<file path="src/rtl/register_8_serializer_pkg.sv">
// Shared types and sizing helpers for the register_8_serializer block.
package register_8_serializer_pkg;

    typedef enum logic {
        IDLE  = 1'b0,
        SHIFT = 1'b1
    } ser_state_t;

    localparam int DEFAULT_WIDTH = 8;

    // Remaining must hold WIDTH+1 when the parity bit is enabled.
    function automatic int cnt_width(input int width);
        return $clog2(width + 2);
    endfunction

endpackage

</file>
<file path="src/rtl/register_8_serializer_shift_reg.sv">
// WIDTH-bit parallel-load shift register; shifts toward bit 0 or bit WIDTH-1, filling with 0.
module serializer_shift_reg #(
    parameter int WIDTH = 8
) (
    input  logic             clk,
    input  logic             rst,
    input  logic             i_load,
    input  logic             i_shift,
    input  logic             i_lsb_first,
    input  logic [WIDTH-1:0] i_data,
    output logic [WIDTH-1:0] o_q
);

    logic [WIDTH-1:0] r_q;
    logic [WIDTH-1:0] w_d;
    logic             w_wen;

    assign w_wen = i_load | i_shift;

    for (genvar i = 0; i < WIDTH; i++) begin : g_bit
        logic w_from_up;
        logic w_from_dn;
        if (i == WIDTH - 1) begin : g_top
            assign w_from_up = 1'b0;
        end else begin : g_top
            assign w_from_up = r_q[i+1];
        end
        if (i == 0) begin : g_bot
            assign w_from_dn = 1'b0;
        end else begin : g_bot
            assign w_from_dn = r_q[i-1];
        end
        assign w_d[i] = i_load ? i_data[i] : (i_lsb_first ? w_from_up : w_from_dn);
    end

    always_ff @(posedge clk or posedge rst) begin
        if (rst) begin
            r_q <= '0;
        end else if (w_wen) begin
            r_q <= w_d;
        end
    end

    assign o_q = r_q;

endmodule

</file>
<file path="src/rtl/register_8_serializer.sv">
// Parallel-to-serial converter with valid/ready on both sides and no bubble between words.
// Optional even-parity trailer bit when SERIALIZER_PARITY_EN is defined.
module register_8_serializer
    import register_8_serializer_pkg::*;
#(
    parameter int WIDTH     = DEFAULT_WIDTH,
    parameter int LSB_FIRST = 1
) (
    input  logic                         clk,
    input  logic                         rst,
    input  logic [WIDTH-1:0]             In,
    input  logic                         LoadValid,
    output logic                         LoadReady,
    output logic                         SerOut,
    output logic                         SerValid,
    input  logic                         SerReady,
    output logic                         Busy,
    output logic [cnt_width(WIDTH)-1:0]  Remaining
);

    localparam int CW = cnt_width(WIDTH);
`ifdef SERIALIZER_PARITY_EN
    localparam logic [CW-1:0] LOAD_CNT = CW'(WIDTH + 1);
`else
    localparam logic [CW-1:0] LOAD_CNT = CW'(WIDTH);
`endif

    ser_state_t       r_state;
    ser_state_t       w_state_nxt;
    logic [CW-1:0]    r_remaining;
    logic [CW-1:0]    w_remaining_nxt;
    logic             w_load;
    logic             w_shift;
    logic             w_load_fire;
    logic             w_bit_fire;
    logic             w_last;
    logic             w_data_bit;
    logic [WIDTH-1:0] w_q;

    serializer_shift_reg #(
        .WIDTH(WIDTH)
    ) u_shreg (
        .clk        (clk),
        .rst        (rst),
        .i_load     (w_load),
        .i_shift    (w_shift),
        .i_lsb_first(LSB_FIRST != 0),
        .i_data     (In),
        .o_q        (w_q)
    );

    assign w_bit_fire  = SerValid & SerReady;
    assign w_last      = (r_remaining == CW'(1));
    assign LoadReady   = (r_state == IDLE) | (w_bit_fire & w_last);
    assign w_load_fire = LoadValid & LoadReady;
    assign w_data_bit  = (LSB_FIRST != 0) ? w_q[0] : w_q[WIDTH-1];

    always_comb begin
        w_state_nxt     = r_state;
        w_remaining_nxt = r_remaining;
        w_load          = 1'b0;
        w_shift         = 1'b0;
        case (r_state)
            IDLE: begin
                if (w_load_fire) begin
                    w_load          = 1'b1;
                    w_remaining_nxt = LOAD_CNT;
                    w_state_nxt     = SHIFT;
                end
            end
            SHIFT: begin
                if (w_bit_fire) begin
                    if (!w_last) begin
                        w_shift         = 1'b1;
                        w_remaining_nxt = r_remaining - CW'(1);
                    end else if (w_load_fire) begin
                        w_load          = 1'b1;
                        w_remaining_nxt = LOAD_CNT;
                    end else begin
                        w_remaining_nxt = '0;
                        w_state_nxt     = IDLE;
                    end
                end
            end
            default: begin
                w_state_nxt     = IDLE;
                w_remaining_nxt = '0;
            end
        endcase
    end

    always_ff @(posedge clk or posedge rst) begin
        if (rst) begin
            r_state     <= IDLE;
            r_remaining <= '0;
        end else begin
            r_state     <= w_state_nxt;
            r_remaining <= w_remaining_nxt;
        end
    end

`ifdef SERIALIZER_PARITY_EN
    logic r_parity;

    always_ff @(posedge clk or posedge rst) begin
        if (rst) begin
            r_parity <= 1'b0;
        end else if (w_load) begin
            r_parity <= ^In;
        end
    end

    // The parity bit rides in the final slot after all data bits have shifted out.
    assign SerOut = (r_state == SHIFT) & (w_last ? r_parity : w_data_bit);
`else
    assign SerOut = (r_state == SHIFT) & w_data_bit;
`endif

    assign SerValid  = (r_state == SHIFT);
    assign Busy      = (r_state == SHIFT);
    assign Remaining = r_remaining;

endmodule

</file>
<file path="config.mk">
export PLATFORM = sky130hd
export DESIGN_NAME = register_8_serializer
export DESIGN_NICKNAME = d
export VERILOG_FILES = /design/src/rtl/register_8_serializer_pkg.sv /design/src/rtl/register_8_serializer_shift_reg.sv /design/src/rtl/register_8_serializer.sv
export SDC_FILE = /design/constraint.sdc
export NUM_CORES = 1
export LEC_CHECK = 0
export CAP_MARGIN = 20
export CORE_MARGIN = 2
export CORE_UTILIZATION = 48
export DETAILED_ROUTE_END_ITERATION = 16
export MAX_ROUTING_LAYER = met4
export PLACE_DENSITY = 0.74
export SYNTH_ARGS = -nofsm -noshare
export SYNTH_HDL_FRONTEND = slang
export SYNTH_HIERARCHICAL = 1
export SYNTH_SLANG_ARGS = --single-unit
</file>
<file path="constraint.sdc">
create_clock -name clk -period 2.35 [get_ports clk]
set_clock_uncertainty 0.05 [all_clocks]
set_input_delay 0.47 -clock clk [delete_from_list [all_inputs] [get_ports clk]]
set_output_delay 0.47 -clock clk [all_outputs]
set_load 0.005 [all_outputs]
</file>
# Word-level counts from Yosys, hierarchy flattened
# Index checks and enable logic that the tools add are counted.
# word_totals
register_bits	13
inputBits	12
out_inout_bits	8
wordCells	38
# classes
addsub	1
n_eq_ne	3
n_mux	23
bitwise_logic	7
n_reduce_logical	1
# op_table
cell	n
1-bit two-way mux	16
4-bit two-way mux	4
4-bit one-hot mux with 2 select lines	1
1-bit AND	4
4-bit by 1-bit == test with 1-bit output (second input constant)	1
1-bit one-hot mux with 2 select lines	2
4-bit by 1-bit subtractor with 4-bit output (second input constant)	1
2-bit by 1-bit inequality test with 1-bit output (second input constant)	1
2-bit inequality test (second input constant)	1
1-bit OR	2
2-bit AND reduction	1
1-bit NOT	1

# Longest topological paths before layout
# depth
word_depth	9
depth_mapped	8
depth_no_buf	7

# Hierarchy
# Netlist, hierarchy kept.
# by_module_without_submodules
mod	n_inst	cells_per_inst	area_per_inst_um2	seq_area_each_um2
serializer_shift_reg	1	46	505.5	200.2
register_8_serializer	1	39	326.6	125.1

# Worst setup path before layout
# OpenSTA, ideal clock, no wires.
# synth_timing
path_type	reg-to-reg
from	reg r_remaining[1], in the netlist Remaining[1]
to	reg u_shreg.r_q[5], in the netlist u_shreg/o_q[5]
setup_time_ns	0.131
t_arrival_ns	1.673
required_ns	2.169
path_slack_ns	0.496
stages_incl_launch_ff	9
n_path_buf	1
synth_period_minus_slack_ns	1.854
cell_sequence	dfrtp_1 > inv_1 > ha_1 > nand2b_1 > o21ai_0 > and2_1 > buf_4 > nand2b_4 > o211ai_1
# synth_between
elab_chain_len	9
elab_cells_between_ends	13
cone_classes	eq/ne (1); mux (8); bitwise (4)
# synth_lines
item	line_no	text
start: declaration	register_8_serializer.sv:30	logic [CW-1:0] r_remaining;
start signal: assignment	register_8_serializer.sv:98	r_remaining <= w_remaining_nxt;
4-bit by 1-bit == test with 1-bit output *	register_8_serializer.sv:53	assign w_last = (r_remaining == CW'(1));
1-bit AND *	register_8_serializer.sv:54	assign LoadReady = (r_state == IDLE) | (w_bit_fire & w_last);
1-bit OR *	register_8_serializer.sv:54	
via LoadReady	register_8_serializer.sv:13	output logic LoadReady,
1-bit AND *	register_8_serializer.sv:55	assign w_load_fire = LoadValid & LoadReady;
1-bit two-way mux *	register_8_serializer.sv:65, register_8_serializer.sv:76	
1-bit two-way mux	register_8_serializer.sv:73	if (!w_last) begin
1-bit two-way mux	register_8_serializer.sv:72	if (w_bit_fire) begin
1-bit one-hot mux with 2 select lines *	register_8_serializer.sv:63	case (r_state)
via w_load	register_8_serializer.sv:32	logic w_load;
1-bit two-way mux or 1-bit OR (tied branches)	register_8_serializer_shift_reg.sv:33, register_8_serializer_shift_reg.sv:18	
end signal: assignment	register_8_serializer_shift_reg.sv:40	r_q <= w_d;
end: declaration	register_8_serializer_shift_reg.sv:14	logic [WIDTH-1:0] r_q;
# The timed path passes the listed nets; every way through them passes the cells marked *.
# A chain may end at the register's enable or synchronous reset.

# Worst setup path after layout
# layout_timing
from	reg r_state, in the netlist Busy
to	out SerOut
# layout_between
elab_chain_len	1
# layout_lines
item	line_no	text
start: declaration	register_8_serializer.sv:28	ser_state_t r_state;
start signal: assignment	register_8_serializer.sv:97	r_state <= w_state_nxt;
1-bit AND	register_8_serializer.sv:116	assign SerOut = (r_state == SHIFT) & w_data_bit;
end: declaration	register_8_serializer.sv:14	output logic SerOut,
# Every way passes these cells.

==> out/metrics.yaml <==
synth-seq-cells: 13
syn_nets: 99
crit_arrival_ns: 1.46
drtIter0Drc: 1
syn_to_final_growth_pct: 29.8
cts_tree: "built"
drt_drc_violations_left: 0
required_ns: 1.83
die-area_um2: 2080
gp_congestion: 0.748
yosysMostFrequentCell: "dfrtp_1"
rsz0062_at_grt: "false"
grt_use_total_pct: 17.7
vdd_drop_max_uv: 487
yosysTopAreaCell: "dfrtp_1"
grt_max_degree: 12
dominantRegCellSynth: "dfrtp_1"
core_um2: 1670
synth.yosys.seq_area_share_pct: 39.1
fin_crit_sh_pct: 84.3
vias: 659
cellLeakagePower_nw: 0.498
rows: 15
cts_sinks: 13
setup_viol: 0
io_pins: 20
critPathLaunchType: "flop"
start_util_pct: 49.8
critPathLaunch: "Busy$_DFF_PP0_"
grt_pass1_wl_um: 2550
nets: 123
dp_slack_ns: 0.0787
r2r_slack_ns: 0.38
grt_pass1_vias: 588
dp.final_hpwl_um: 1160
synth_commonest_cells: "dfrtp_1, nand2_1, mux2i_1"
synth_area_um2: 832
clockBufferDepth: 2
setup_tns_ns: 0
synth_warnings: 6
fin_crit_ns: 1.98
cts_max_level: 1
crit_type: "flop to output pin"
ys_types: 29
dr.pass1.iters: 4
finish.utilization_pct: 64.6
io_buffers: 19
via_per_inst: 5.27
chipWidth_um: 45.6
die_h_um: 45.6
powerDensity_nw_per_um2: 947
n_antenna_cell: 0
worst_slack_ns: 0.369
r2r_end: "u_shreg/o_q[5]$_DFFE_PP0P_"
finalPower_mw: 1.02
max_freq_mhz: 505
routedWlPerCell_um: 12.3
synth_edf_count: 0
hold_class: "input pin to asynchronous set/reset pin"
cts_root_buffer: "clkbuf_4"
insertion_delay_ns: 0.27
synthTopCellsByArea: "dfrtp_1, mux2i_1, o211ai_2"
cts_buffers: 3
drv_cap: 0
routed_wl_um: 1540
syn_area_per_cell_um2: 9.79
cp-end-kind: "output pin"
path_clk_slew_ns: 0.08
path_max_fanout: 10
finalHoldViolCount: 0
overflow: 0
async_flop_share_pct: 100
synthCells: 85
antenna_found_initial: 0
r2r-start: "Remaining[0]$_DFFE_PP0P_"
detail-route-antenna-nets: 0
synth_top_area_share_pct: 39.1
drive_gt1_share_pct: 16.7
finalMaxSlewViolations: 0
r2r_cells: 8
status: "completed"
==> final cells by class <==
cell class / instances / area (µm²)
Timing Repair Buffer: 24 / 230
Inverter: 5 / 18.8
Fill cell: 143 / 591
Clock buffer: 4 / 26.3
Multi-Input combinational cell: 62 / 458
Tap cell: 17 / 21.3
Sequential cell: 13 / 325
==> power by group <==
part	switching, mW	internal, mW
logic	0.188	0.283
clock network	0.0735	0.0658
registers	0.0926	0.320
total	0.354	0.668
==> state kept, by name, summed over array words and instances, names as in the netlist <==
signal / cells
u_shreg/o_q: 8
Busy: 1
Remaining: 4
==> placed cells by master, fill, tap and decap left out, drive strengths merged <==
cell and count:
a211o 1, a21boi 1, a21oi 1, a31oi 2, and2 2, buf 5, clkbuf 4, clkdlybuf4s50 18
conb 1, dfrtp 13, dlymetal6s2s 1, ha 2, inv 5, mux2i 7, nand2 9, nand2b 7
nand3 1, nand3b 2, nand4 1, nor2 3, nor2b 2, nor4 1, o211ai 6, o21ai 5
or2 1, or3 1, or3b 6
==> cell families after synthesis <==
family | synth area share [%]
AO/OA/AOI/OAI | 15.5
AND/OR/NAND/NOR | 26.9
adder cells (fa/ha/maj) | 3.01
multiplexers | 8.42
buffers and inverters | 6.62
flip-flops | 39.1
other | 0.451
==> critical path, cell delays in order, from the launching register on <==
cell             delay [ns]
dfrtp_1                0.53
and2_1                 0.17
clkdlybuf4s50_1        0.49
==> per-stage QoR <==
stage / cells / cell area [µm²] / hold slack, ns
6_report: 125 / 1080 / 0.398
5_1_grt: 125 / 1080 / 0.418
4_1_cts: 125 / 1070 / 0.396
3_5_place_dp: 121 / 1040 / 0.481
3_3_place_gp: 121 / 1040 / 0.465
2_1_floorplan: 85 / 832 / 0.199
==> timing repair <==
action                                  in CTS  in global routing
hold buffers                                 0                  0
gates cloned                                 0                  0
gates resized for setup                      1                  3
setup buffers                                0                  0
endpoints found under the setup margin       1                  1
==> worst max-delay path by stage <==
stage / endpoint / slack, ns / cells past startpoint
6_report: SerOut / 0.37 / 2
5_1_grt: u_shreg/o_q[5]$_DFFE_PP0P_ / 0.24 / 9
4_1_cts: LoadReady / 0.05 / 5
3_5_place_dp: LoadReady / 0.08 / 4
3_3_place_gp: LoadReady / 0.10 / 4
2_1_floorplan: u_shreg/o_q[5]$_DFFE_PP0P_ / 0.50 / 8
==> layer usage <==
layer	wire [µm]	track usage, %	vias to the layer above	part of all wire (%)
met5	0	-	-	0
met4	12	8.82	0	0.78
met3	41	2.38	2	2.7
met1	821	25.1	303	53
met2	662	24.2	10	43
li1	-	-	344	-
Note: power is estimated with default switching activity, not from simulation.
